[config.mk]
export PLATFORM = sky130hd
export DESIGN_NAME = seg_scan_driver_flat
export DESIGN_NICKNAME = d
export VERILOG_FILES = /design/src/rtl/seg_scan_driver_pkg.sv /design/src/rtl/seg_scan_driver_if.sv /design/src/rtl/seg_scan_driver_glyph_rom.sv /design/src/rtl/seg_scan_driver.sv /design/src/flat_wrapper.sv
export SDC_FILE = /design/constraint.sdc
export NUM_CORES = 1
export LEC_CHECK = 0
export ABC_CLOCK_PERIOD_IN_PS = 3600
export CAP_MARGIN = 20
export CORE_MARGIN = 5
export CORE_UTILIZATION = 60
export CTS_BUF_LIST = sky130_fd_sc_hd__clkbuf_16
export DETAILED_ROUTE_END_ITERATION = 16
export HOLD_SLACK_MARGIN = 0.03
export PLACE_DENSITY = 0.84
export SYNTH_ARGS = -nofsm -noshare
export SYNTH_HDL_FRONTEND = slang
export SYNTH_SLANG_ARGS = --single-unit
[constraint.sdc]
create_clock -name clk -period 3.6 [get_ports clk]
set_input_delay 0.72 -clock clk [delete_from_list [all_inputs] [get_ports clk]]
set_output_delay 0.72 -clock clk [all_outputs]
set_load 0.03 [all_outputs]
[src/rtl/seg_scan_driver_pkg.sv]
// Shared constants for the 7-segment scan driver: blank pattern, glyph codes
// and the nibble-to-segment lookup function. Segment order is {a,b,c,d,e,f,g,dp}.
package seg_scan_driver_pkg;

  localparam logic [7:0] SEG_BLANK = 8'h00;

  localparam logic [7:0] GLYPH_0 = 8'hFC;
  localparam logic [7:0] GLYPH_1 = 8'h60;
  localparam logic [7:0] GLYPH_2 = 8'hDA;
  localparam logic [7:0] GLYPH_3 = 8'hF2;
  localparam logic [7:0] GLYPH_4 = 8'h66;
  localparam logic [7:0] GLYPH_5 = 8'hB6;
  localparam logic [7:0] GLYPH_6 = 8'hBE;
  localparam logic [7:0] GLYPH_7 = 8'hE0;
  localparam logic [7:0] GLYPH_8 = 8'hFE;
  localparam logic [7:0] GLYPH_9 = 8'hF6;
  localparam logic [7:0] GLYPH_A = 8'hEE;
  localparam logic [7:0] GLYPH_B = 8'h3E;
  localparam logic [7:0] GLYPH_C = 8'h9C;
  localparam logic [7:0] GLYPH_D = 8'h7A;
  localparam logic [7:0] GLYPH_E = 8'h9E;
  localparam logic [7:0] GLYPH_F = 8'h8E;

  // Active-high segment pattern for one hex digit; dp bit is always 0 here.
  function automatic logic [7:0] seg_glyph(input logic [3:0] bcd);
    logic [7:0] g;
    case (bcd)
      4'h0:    g = GLYPH_0;
      4'h1:    g = GLYPH_1;
      4'h2:    g = GLYPH_2;
      4'h3:    g = GLYPH_3;
      4'h4:    g = GLYPH_4;
      4'h5:    g = GLYPH_5;
      4'h6:    g = GLYPH_6;
      4'h7:    g = GLYPH_7;
      4'h8:    g = GLYPH_8;
      4'h9:    g = GLYPH_9;
      4'hA:    g = GLYPH_A;
      4'hB:    g = GLYPH_B;
      4'hC:    g = GLYPH_C;
      4'hD:    g = GLYPH_D;
      4'hE:    g = GLYPH_E;
      default: g = GLYPH_F;
    endcase
    return g;
  endfunction

endpackage

[src/rtl/seg_scan_driver_if.sv]
// Display data in from the time-formatting logic, pin drive out to the board.
interface seg_scan_driver_if #(
  parameter int unsigned NUM_DIGITS = 8
);
  logic [4*NUM_DIGITS-1:0] digits;
  logic [NUM_DIGITS-1:0]   dp_in;
  logic [NUM_DIGITS-1:0]   digit_en;
  logic                    lzb_en;
  logic                    load;
  logic [7:0]              seg_data;
  logic [NUM_DIGITS-1:0]   seg_com;
  logic                    frame_tick;

  modport master (
    output digits, dp_in, digit_en, lzb_en, load,
    input  seg_data, seg_com, frame_tick
  );

  modport slave (
    input  digits, dp_in, digit_en, lzb_en, load,
    output seg_data, seg_com, frame_tick
  );
endinterface

[src/rtl/seg_scan_driver_glyph_rom.sv]
// Combinational nibble-to-glyph lookup for the currently scanned digit.
module seg_scan_driver_glyph_rom
  import seg_scan_driver_pkg::*;
(
  input  logic [3:0] nibble,
  output logic [7:0] glyph_c
);

  // Pure table lookup, no state.
  always_comb glyph_c = seg_glyph(nibble);

endmodule

[src/rtl/seg_scan_driver.sv]
// Time-multiplexed N-digit 7-segment driver with frame-synchronous shadow
// loading, dead-time blanking between slots and leading-zero blanking.
module seg_scan_driver
  import seg_scan_driver_pkg::*;
#(
  parameter int unsigned NUM_DIGITS   = 8,
  parameter int unsigned SCAN_DIV     = 10000,
  parameter int unsigned BLANK_CYCLES = 100,
  parameter int unsigned SEG_ACT_LOW  = 0,
  parameter int unsigned COM_ACT_LOW  = 1
) (
  input logic              clk,
  input logic              rst_n,
  seg_scan_driver_if.slave bus
);

  localparam int unsigned PCNT_W = (SCAN_DIV > 1) ? $clog2(SCAN_DIV) : 1;
  localparam int unsigned IDX_W  = (NUM_DIGITS > 1) ? $clog2(NUM_DIGITS) : 1;
  localparam logic [PCNT_W-1:0]     PCNT_LAST = PCNT_W'(SCAN_DIV - 1);
  localparam logic [IDX_W-1:0]      IDX_LAST  = IDX_W'(NUM_DIGITS - 1);
  localparam logic [7:0]            SEG_POL   = (SEG_ACT_LOW != 0) ? 8'hFF : 8'h00;
  localparam logic [NUM_DIGITS-1:0] COM_POL   = (COM_ACT_LOW != 0) ?
                                                {NUM_DIGITS{1'b1}} : {NUM_DIGITS{1'b0}};

  logic [PCNT_W-1:0]          pcnt;
  logic [IDX_W-1:0]           idx;
  logic [NUM_DIGITS-1:0][3:0] in_dig;
  logic [NUM_DIGITS-1:0][3:0] pend_dig;
  logic [NUM_DIGITS-1:0][3:0] act_dig;
  logic [NUM_DIGITS-1:0]      pend_dp;
  logic [NUM_DIGITS-1:0]      pend_en;
  logic [NUM_DIGITS-1:0]      act_dp;
  logic [NUM_DIGITS-1:0]      act_en;
  logic                       slot_end;
  logic                       frame_wrap;
  logic                       in_dead;
  logic                       zero_above;
  logic [NUM_DIGITS-1:0]      lzb_mask;
  logic [3:0]                 nib;
  logic [7:0]                 glyph;
  logic [7:0]                 seg_next;
  logic [NUM_DIGITS-1:0]      com_next;
  logic                       show;

  assign in_dig = bus.digits;

  // Slot and frame boundary decode.
  always_comb begin
    slot_end   = (pcnt == PCNT_LAST);
    frame_wrap = slot_end && (idx == IDX_LAST);
  end

  // Dead time at the start of every slot; absent entirely when BLANK_CYCLES is 0.
  if (BLANK_CYCLES == 0) begin : g_no_dead
    assign in_dead = 1'b0;
  end else begin : g_dead
    assign in_dead = (pcnt < PCNT_W'(BLANK_CYCLES));
  end

  // Prescaler and scan index.
  always_ff @(posedge clk or negedge rst_n) begin
    if (!rst_n) begin
      pcnt <= '0;
      idx  <= '0;
    end else if (slot_end) begin
      pcnt <= '0;
      idx  <= frame_wrap ? '0 : idx + IDX_W'(1);
    end else begin
      pcnt <= pcnt + PCNT_W'(1);
    end
  end

  // Pending capture on load; active copy only at a frame boundary (a load on
  // the boundary cycle bypasses pending so it shows in the new frame).
  always_ff @(posedge clk or negedge rst_n) begin
    if (!rst_n) begin
      pend_dig <= '0;
      pend_dp  <= '0;
      pend_en  <= '1;
      act_dig  <= '0;
      act_dp   <= '0;
      act_en   <= '1;
    end else begin
      if (bus.load) begin
        pend_dig <= in_dig;
        pend_dp  <= bus.dp_in;
        pend_en  <= bus.digit_en;
      end
      if (frame_wrap) begin
        act_dig <= bus.load ? in_dig       : pend_dig;
        act_dp  <= bus.load ? bus.dp_in    : pend_dp;
        act_en  <= bus.load ? bus.digit_en : pend_en;
      end
    end
  end

  // Leading-zero mask: digit i>0 blanks when it and everything above it is zero or disabled.
  always_comb begin
    lzb_mask   = '0;
    zero_above = 1'b1;
    for (int i = int'(NUM_DIGITS) - 1; i >= 1; i--) begin
      if (act_en[i] && (act_dig[i] != 4'h0)) zero_above = 1'b0;
      lzb_mask[i] = bus.lzb_en && zero_above;
    end
  end

  assign nib = act_dig[idx];

  seg_scan_driver_glyph_rom u_glyph_rom (
    .nibble  (nib),
    .glyph_c (glyph)
  );

  // Segment and common pattern for the current slot, before polarity.
  always_comb begin
    show     = !in_dead && act_en[idx];
    seg_next = (lzb_mask[idx] ? SEG_BLANK : glyph) | {7'b0, act_dp[idx]};
    com_next = NUM_DIGITS'(1) << idx;
  end

  // Pin registers; polarity is applied only here.
  always_ff @(posedge clk or negedge rst_n) begin
    if (!rst_n) begin
      bus.seg_data   <= SEG_BLANK ^ SEG_POL;
      bus.seg_com    <= COM_POL;
      bus.frame_tick <= 1'b0;
    end else begin
      bus.frame_tick <= frame_wrap;
      if (show) begin
        bus.seg_data <= seg_next ^ SEG_POL;
        bus.seg_com  <= com_next ^ COM_POL;
      end else begin
        bus.seg_data <= SEG_BLANK ^ SEG_POL;
        bus.seg_com  <= COM_POL;
      end
    end
  end

endmodule

[src/flat_wrapper.sv]
// flat-port wrapper written by rule: the top's interface ports become plain ports
module seg_scan_driver_flat import seg_scan_driver_pkg::*;
#(
  parameter int unsigned NUM_DIGITS   = 8,
  parameter int unsigned SCAN_DIV     = 10000,
  parameter int unsigned BLANK_CYCLES = 100,
  parameter int unsigned SEG_ACT_LOW  = 0,
  parameter int unsigned COM_ACT_LOW  = 1
)
  (clk, rst_n, bus_digits, bus_dp_in, bus_digit_en, bus_lzb_en, bus_load, bus_seg_data, bus_seg_com, bus_frame_tick);
  seg_scan_driver_if #(.NUM_DIGITS(NUM_DIGITS)) bus_i ();
  input logic clk;
  input logic rst_n;
  input wire logic [$bits(bus_i.digits)-1:0] bus_digits;
  input wire logic [$bits(bus_i.dp_in)-1:0] bus_dp_in;
  input wire logic [$bits(bus_i.digit_en)-1:0] bus_digit_en;
  input wire logic [$bits(bus_i.lzb_en)-1:0] bus_lzb_en;
  input wire logic [$bits(bus_i.load)-1:0] bus_load;
  output wire logic [$bits(bus_i.seg_data)-1:0] bus_seg_data;
  output wire logic [$bits(bus_i.seg_com)-1:0] bus_seg_com;
  output wire logic [$bits(bus_i.frame_tick)-1:0] bus_frame_tick;
  assign bus_i.digits = bus_digits;
  assign bus_i.dp_in = bus_dp_in;
  assign bus_i.digit_en = bus_digit_en;
  assign bus_i.lzb_en = bus_lzb_en;
  assign bus_i.load = bus_load;
  assign bus_seg_data = bus_i.seg_data;
  assign bus_seg_com = bus_i.seg_com;
  assign bus_frame_tick = bus_i.frame_tick;
  seg_scan_driver #(.NUM_DIGITS(NUM_DIGITS), .SCAN_DIV(SCAN_DIV), .BLANK_CYCLES(BLANK_CYCLES), .SEG_ACT_LOW(SEG_ACT_LOW), .COM_ACT_LOW(COM_ACT_LOW)) u_core (.clk(clk), .rst_n(rst_n), .bus(bus_i));
endmodule
Word-level counts from Yosys, hierarchy flattened
Memories as Yosys holds them, arrays and structs flattened.
Cells that the tools add are included.
{ "op_classes": {"add_sub_neg": 2, "mul": 0, "div": 0, "n_lt_le_gt_ge": 2, "n_eq_ne": 2, "n_shift": 1, "mux": 23, "n_bitwise": 2, "n_reduce_logical": 24} }
{ "op_table": {"columns": ["cell", "count"], "rows": [
  ["8-bit 2-to-1 mux", 5],
  ["32-bit 2-to-1 mux", 1],
  ["4-bit nonzero test", 7],
  ["1-bit logical AND", 16],
  ["14-bit by 1-bit adder with 14-bit output (second input constant)", 1],
  ["14-bit equality test (second input constant)", 1],
  ["14-bit by 7-bit less-than comparator with 1-bit output (second input constant)", 1],
  ["14-bit 2-to-1 mux", 1],
  ["4-bit binary-select mux with 3-bit select", 1],
  ["1-bit 2-to-1 mux", 10],
  ["1-bit binary-select mux with 3-bit select", 3],
  ["8-bit inverter", 1],
  ["8-bit by 1-bit OR with 8-bit output", 1],
  ["1-bit by 3-bit << shifter with 8-bit output (first input constant)", 1],
  ["3-bit by 4-bit less-than comparator with 1-bit output (second input constant)", 1],
  ["4-bit 2-to-1 mux", 1],
  ["3-bit by 1-bit adder with 3-bit output (second input constant)", 1],
  ["3-bit equality test (second input constant)", 1],
  ["3-bit 2-to-1 mux", 1],
  ["1-bit zero test", 1]
]} }
{ "word_totals": {"register_bits": 130, "latch_bits": 0, "mem_bits_rw": 0, "mem_bits_ro": 112, "inputBits": 52, "out_inout_bits": 17, "elab_cells": 82, "memories": 1} }
{ "mem_list": {"columns": ["memory", "words", "width", "read_ports", "rd_ports_with_merged_regs", "write_ports", "line", "rtl"], "rows": [
  ["(no name shown)", 16, 7, 1, 0, 0, "seg_scan_driver_pkg.sv:27", "case (bcd)"]
]} }

Longest topological paths before layout
{ "depth": {"word_depth": 15, "depth_mapped": 10, "ltp_nobuf": 8} }

Modules after synthesis
Synthesis repeated with hierarchy kept, for this count alone.
{ "hier_totals": {"cells_unflattened": 416, "hier_area_um2": 5755.5} }
{ "by_module_without_submodules": {"columns": ["module", "instances", "cells_per_inst", "area_each_um2", "seq_area_each_um2"], "rows": [
  ["seg_scan_driver", 1, 381, 5454.0, 3283.1],
  ["seg_scan_driver_glyph_rom", 1, 35, 301.5, 0.0]
]} }

Worst setup path before layout
Ideal clock, no wire load.
{ "synth_timing": {"kind": "register -> register", "from": "register u_core.idx[1]", "to": "register u_core.bus.seg_data[7]", "setup_time_ps": 72, "t_arrival_ps": 2251, "t_required_ps": 3528, "path_slack_ps": 1276, "path_stages_with_launch": 10, "path_buffers": 2, "synth_period_minus_slack_ps": 2324, "cell_sequence": "dfrtp_1 > buf_6 > buf_4 > mux4_2 > mux2i_4 > inv_1 > ha_1 > or3_1 > o221a_1 > nor2_1"} }
{ "synth_between": {"elab_chain_cells": 6, "word_cells_on_any_way": 11, "classes_between": "8 x mux; 1 x bitwise; 1 x reduce/logical; 1 x memory"} }
{ "synth_rtl": {"columns": ["element", "line", "rtl"], "rows": [
  ["from (decl)", "seg_scan_driver.sv:26", "logic [IDX_W-1:0] idx;"],
  ["from (signal assigned)", "seg_scan_driver.sv:67", "idx <= frame_wrap ? '0 : idx + IDX_W'(1);"],
  ["4-bit binary-select mux with 3-bit select", "seg_scan_driver.sv:107", "assign nib = act_dig[idx];"],
  ["4-bit 2-to-1 mux (implied by the code)", "seg_scan_driver.sv:107", null],
  ["memory read 16 x 7 bit", null, null],
  ["8-bit 2-to-1 mux", "seg_scan_driver.sv:117", "seg_next = (lzb_mask[idx] ? SEG_BLANK : glyph) | {7'b0, act_dp[idx]};"],
  ["8-bit by 1-bit OR with 8-bit output", "seg_scan_driver.sv:117", null],
  ["8-bit 2-to-1 mux *", "seg_scan_driver.sv:129", "if (show) begin"],
  ["to (signal assigned)", "seg_scan_driver.sv:124", "bus.seg_data <= SEG_BLANK ^ SEG_POL;"],
  ["to (signal assigned)", "seg_scan_driver.sv:130", "bus.seg_data <= seg_next ^ SEG_POL;"],
  ["to (signal assigned)", "seg_scan_driver.sv:133", "bus.seg_data <= SEG_BLANK ^ SEG_POL;"],
  ["to (decl)", "seg_scan_driver_if.sv:21", "output seg_data, seg_com, frame_tick"]
]} }
Mark *: on every way between the ends. The rest lies on a longest branch, timed or not. The select of a mux whose other input is x is not followed.
A chain may end at the register's enable or synchronous reset.

Worst setup path after layout
{ "layout_timing": {"from": "register u_core.pcnt[0]", "to": "register u_core.act_dig[4] (netlist name)"} }
{ "layout_between": {"elab_chain_cells": 2} }
{ "layout_rtl": {"columns": ["element", "line", "rtl"], "rows": [
  ["from (decl)", "seg_scan_driver.sv:25", "logic [PCNT_W-1:0] pcnt;"],
  ["from (signal assigned)", "seg_scan_driver.sv:69", "pcnt <= pcnt + PCNT_W'(1);"],
  ["14-bit equality test", "seg_scan_driver.sv:49", "slot_end = (pcnt == PCNT_LAST);"],
  ["1-bit logical AND", "seg_scan_driver.sv:50", "frame_wrap = slot_end && (idx == IDX_LAST);"],
  ["to (signal assigned)", "seg_scan_driver.sv:90", "act_dig <= bus.load ? in_dig : pend_dig;"],
  ["to (decl)", "seg_scan_driver.sv:29", "logic [NUM_DIGITS-1:0][3:0] act_dig;"]
]} }
No other way between the ends.

==> results.sh <==
export IMPL_status="completed"
export IMPL_synth_seq_cells=130
export IMPL_drt_wl_total_mm=11.7
export IMPL_dp_cells=577
export IMPL_synth_area_um2=5750
export IMPL_syn_num_nets=459
export IMPL_fin_crit_sh_pct=69.4
export IMPL_grt_pass1_vias=3774
export IMPL_rsz0062_at_grt="false"
export IMPL_reg2reg_from="u_core.pcnt[0]"
export IMPL_ctsResizeCount=0
export IMPL_die_w_um=108
export IMPL_place_area_um2=6500
export IMPL_whs_ns=0.421
export IMPL_setup_worst_path_start_class="register"
export IMPL_tightest_slew_ns=1.07
export IMPL_synth_cell_type_count=50
export IMPL_end_kind="register"
export IMPL_ios=69
export IMPL_arrival_ns=2.78
export IMPL_synth_edf_count=0
export IMPL_pwr_share_clk_pct=47.3
export IMPL_cts_setup_buffers=0
export IMPL_p_int_uw=2660
export IMPL_r2r_end="u_core.act_dig[4]"
export IMPL_reg2reg_depth=6
export IMPL_final_cells=609
export IMPL_yosys_warnings=0
export IMPL_grt_max_degree=73
export IMPL_die_area_um2=11600
export IMPL_r2r_setup_slack_ns=1.10
export IMPL_via_per_inst=5.65
export IMPL_first_pass_iters=4
export IMPL_port_buffers=68
export IMPL_synth_ff_type="dfrtp_1"
export IMPL_p_leak_uw=0.00306
export IMPL_switching_share_pct=24.0
export IMPL_grt_use_total_pct=22.6
export IMPL_final_cell_area_um2=7080
export IMPL_antenna_found_initial=0
export IMPL_worstPathRequired_ns=3.89
export IMPL_dp_hpwl_mm=8.22
export IMPL_power_frac_seq_pct=45.5
export IMPL_max_freq_mhz=400
export IMPL_tritoncts="done"
export IMPL_total_power_uw=3500
export IMPL_p_per_area_nw_per_um2=495
export IMPL_finalSetupTns_ns=0
export IMPL_yosysSeqAreaShare_pct=57.1
export IMPL_area_growth_pct=23.1
export IMPL_synth_avg_cell_area_um2=14.6
export IMPL_coreArea_um2=9280
export IMPL_path_class="reg -> reg"
export IMPL_finalCriticalPeriod_ns=2.50
export IMPL_gp_congestion=0.841
export IMPL_drc=0
export IMPL_finalClockSkew_ns=0.0115
export IMPL_worstPathMaxFanout=48
export IMPL_grt_pass1_wl_mm=20.0
export IMPL_syn_inst=394
export IMPL_start_util_pct=61.9
export IMPL_drive_gt1_share_pct=28.5
export IMPL_num_vias=3440
export IMPL_cts_root_buffer="clkbuf_16"
export IMPL_max_slew_margin_pct=28.4
export IMPL_ctsLongestPathBuffers=2
export IMPL_multi_input_area_um2=2320
export IMPL_fillerInstances=568
export IMPL_detail_route_antenna_nets=0
export IMPL_cts_clk_slew_worst_paths_ns=0.06
export IMPL_cts_max_level=4
export IMPL_p_comb_share_pct=7.2
export IMPL_worst_skew_pair_late_latency_ns=0.42
export IMPL_layout_commonest_cell="dfrtp_1"
export IMPL_regArea_um2=3280
export IMPL_slew_violations=0
export IMPL_wire_per_inst_um=19.2
export IMPL_hold_viol=0
export IMPL_cts_inserted_buffers=17
export IMPL_ir_worst_vdd_mv=0.311
export IMPL_drv_cap=0
export IMPL_die_height_um=108
export IMPL_drtIter0Drc=194
export IMPL_grt_ovfl_total=0
export IMPL_hp_class="in -> async"
export IMPL_p_sw_uw=841
export IMPL_finalSetupViolCount=0
export IMPL_nets=532
export IMPL_cts_hold_buf=0
export IMPL_diodes=0
export IMPL_clock_sinks=130
export IMPL_final_cell_mix="dfrtp_1 (106), clkdlybuf4s50_1 (66), mux2_2 (49)"
export IMPL_rows=35
export IMPL_async_reset_ff_share_pct=100
-- worst max-delay path: stages (launching register included) --
cell     delay, ns
dfrtp_1       0.41
ha_1          0.24
and3_1        0.24
and4_1        0.38
nand2_2       0.14
buf_4         0.53
mux2_1        0.39
-- flip-flops by register name, summed over array words and instances (netlist names) --
register and flops:
u_core.act_dig 32, u_core.pend_dig 32, u_core.pcnt 14, u_core.act_dp 8, u_core.act_en 8, u_core.bus.seg_com 8
u_core.bus.seg_data 8, u_core.pend_dp 8, u_core.pend_en 8, u_core.idx 3, u_core.bus.frame_tick 1
-- final cells by class --
type	count	share of cell area, %
Clock buffer	17	6.01
Tap cell	129	2.28
Clock inverter	15	2.12
Inverter	8	0.424
Multi-Input combinational cell	237	32.7
Timing Repair Buffer	73	10.0
Sequential cell	130	46.4
-- metrics by stage --
| step | util, % | worst slack (ns) |
|---|---|---|
| global route | 76.2 | 0.920 |
| global placement | 70.0 | 1.20 |
| floorplan | - | 1.28 |
| detailed placement | 70.0 | 1.13 |
| CTS | 76.2 | 1.08 |
| finish | 76.2 | 1.10 |
-- layer usage --
| metal | global-route usage [%] | routed length, um | vias up |
|---|---|---|---|
| met5 | 0 | 0 | - |
| met4 | 6.94 | 180 | 0 |
| met3 | 5.88 | 575 | 18 |
| met2 | 36.4 | 5880 | 105 |
| met1 | 30.2 | 5060 | 1753 |
| li1 | - | - | 1564 |
-- how the worst max path moves through the flow --
stage | startpoint | end | slack [ns] | depth (start not counted)
final | u_core.pcnt[0] | u_core.act_dig[4] | 1.10 | 6
after global routing | u_core.idx[1] | u_core.bus.seg_data[5] | 0.92 | 6
after CTS | u_core.pcnt[0] | u_core.act_dig[16] | 1.08 | 6
after detailed placement | u_core.idx[1] | u_core.bus.seg_data[4] | 1.13 | 8
after global placement | bus_load | u_core.act_dig[29] | 1.20 | 3
after floorplan | u_core.idx[1] | u_core.bus.seg_data[7] | 1.28 | 9
-- power by group through the flow --
stage / Sequential, uW / Combinational [uW] / Clock [uW]
4_1_cts: 1590 / 256 / 1670
3_5_place_dp: 1620 / 253 / 0
2_1_floorplan: 1600 / 139 / 0
3_3_place_gp: 1610 / 243 / 0
5_1_grt: 1600 / 279 / 1750
6_report: 1590 / 251 / 1660
-- kinds of logic after synthesis --
| group | after synthesis | share of synthesized area (%) |
|---|---|---|
| adders and majority gates | 13 | 2.83 |
| xor gates and xnor gates | 13 | 1.98 |
| muxes | 114 | 25.1 |
| DFF | 130 | 57.1 |
| buffers and inverters | 27 | 2.63 |
| AOI/OAI and AO/OA | 29 | 4.66 |
| and+or+nand+nor | 68 | 5.72 |
-- cell usage after synthesis, types with 2 or more instances --
| cell type | instances | share of area, % |
|---|---|---|
| buf_4 | 4 | 0.52 |
| nor2b_1 | 3 | 0.33 |
| a221oi_2 | 3 | 0.78 |
| xnor2_1 | 6 | 0.91 |
| dfrtp_1 | 106 | 46 |
| ha_1 | 13 | 2.8 |
| buf_2 | 4 | 0.35 |
| buf_6 | 4 | 0.78 |
| xor2_1 | 7 | 1.1 |
| o41ai_1 | 3 | 0.46 |
| o21ai_0 | 4 | 0.35 |
| mux2_1 | 47 | 9.2 |
| nor3_1 | 3 | 0.26 |
| mux2i_1 | 3 | 0.52 |
| nand2_1 | 25 | 1.6 |
| mux2i_4 | 2 | 0.78 |
| clkbuf_1 | 6 | 0.39 |
| nor4_1 | 2 | 0.22 |
| inv_1 | 7 | 0.46 |
| nand3_1 | 8 | 0.70 |
| and3_1 | 5 | 0.54 |
| dfstp_2 | 24 | 11 |
| mux2_2 | 49 | 9.6 |
| mux4_2 | 12 | 4.7 |
| nor2_1 | 16 | 1.0 |
| o21ai_1 | 4 | 0.35 |
No activity file was read; power rests on OpenSTA's default activity.
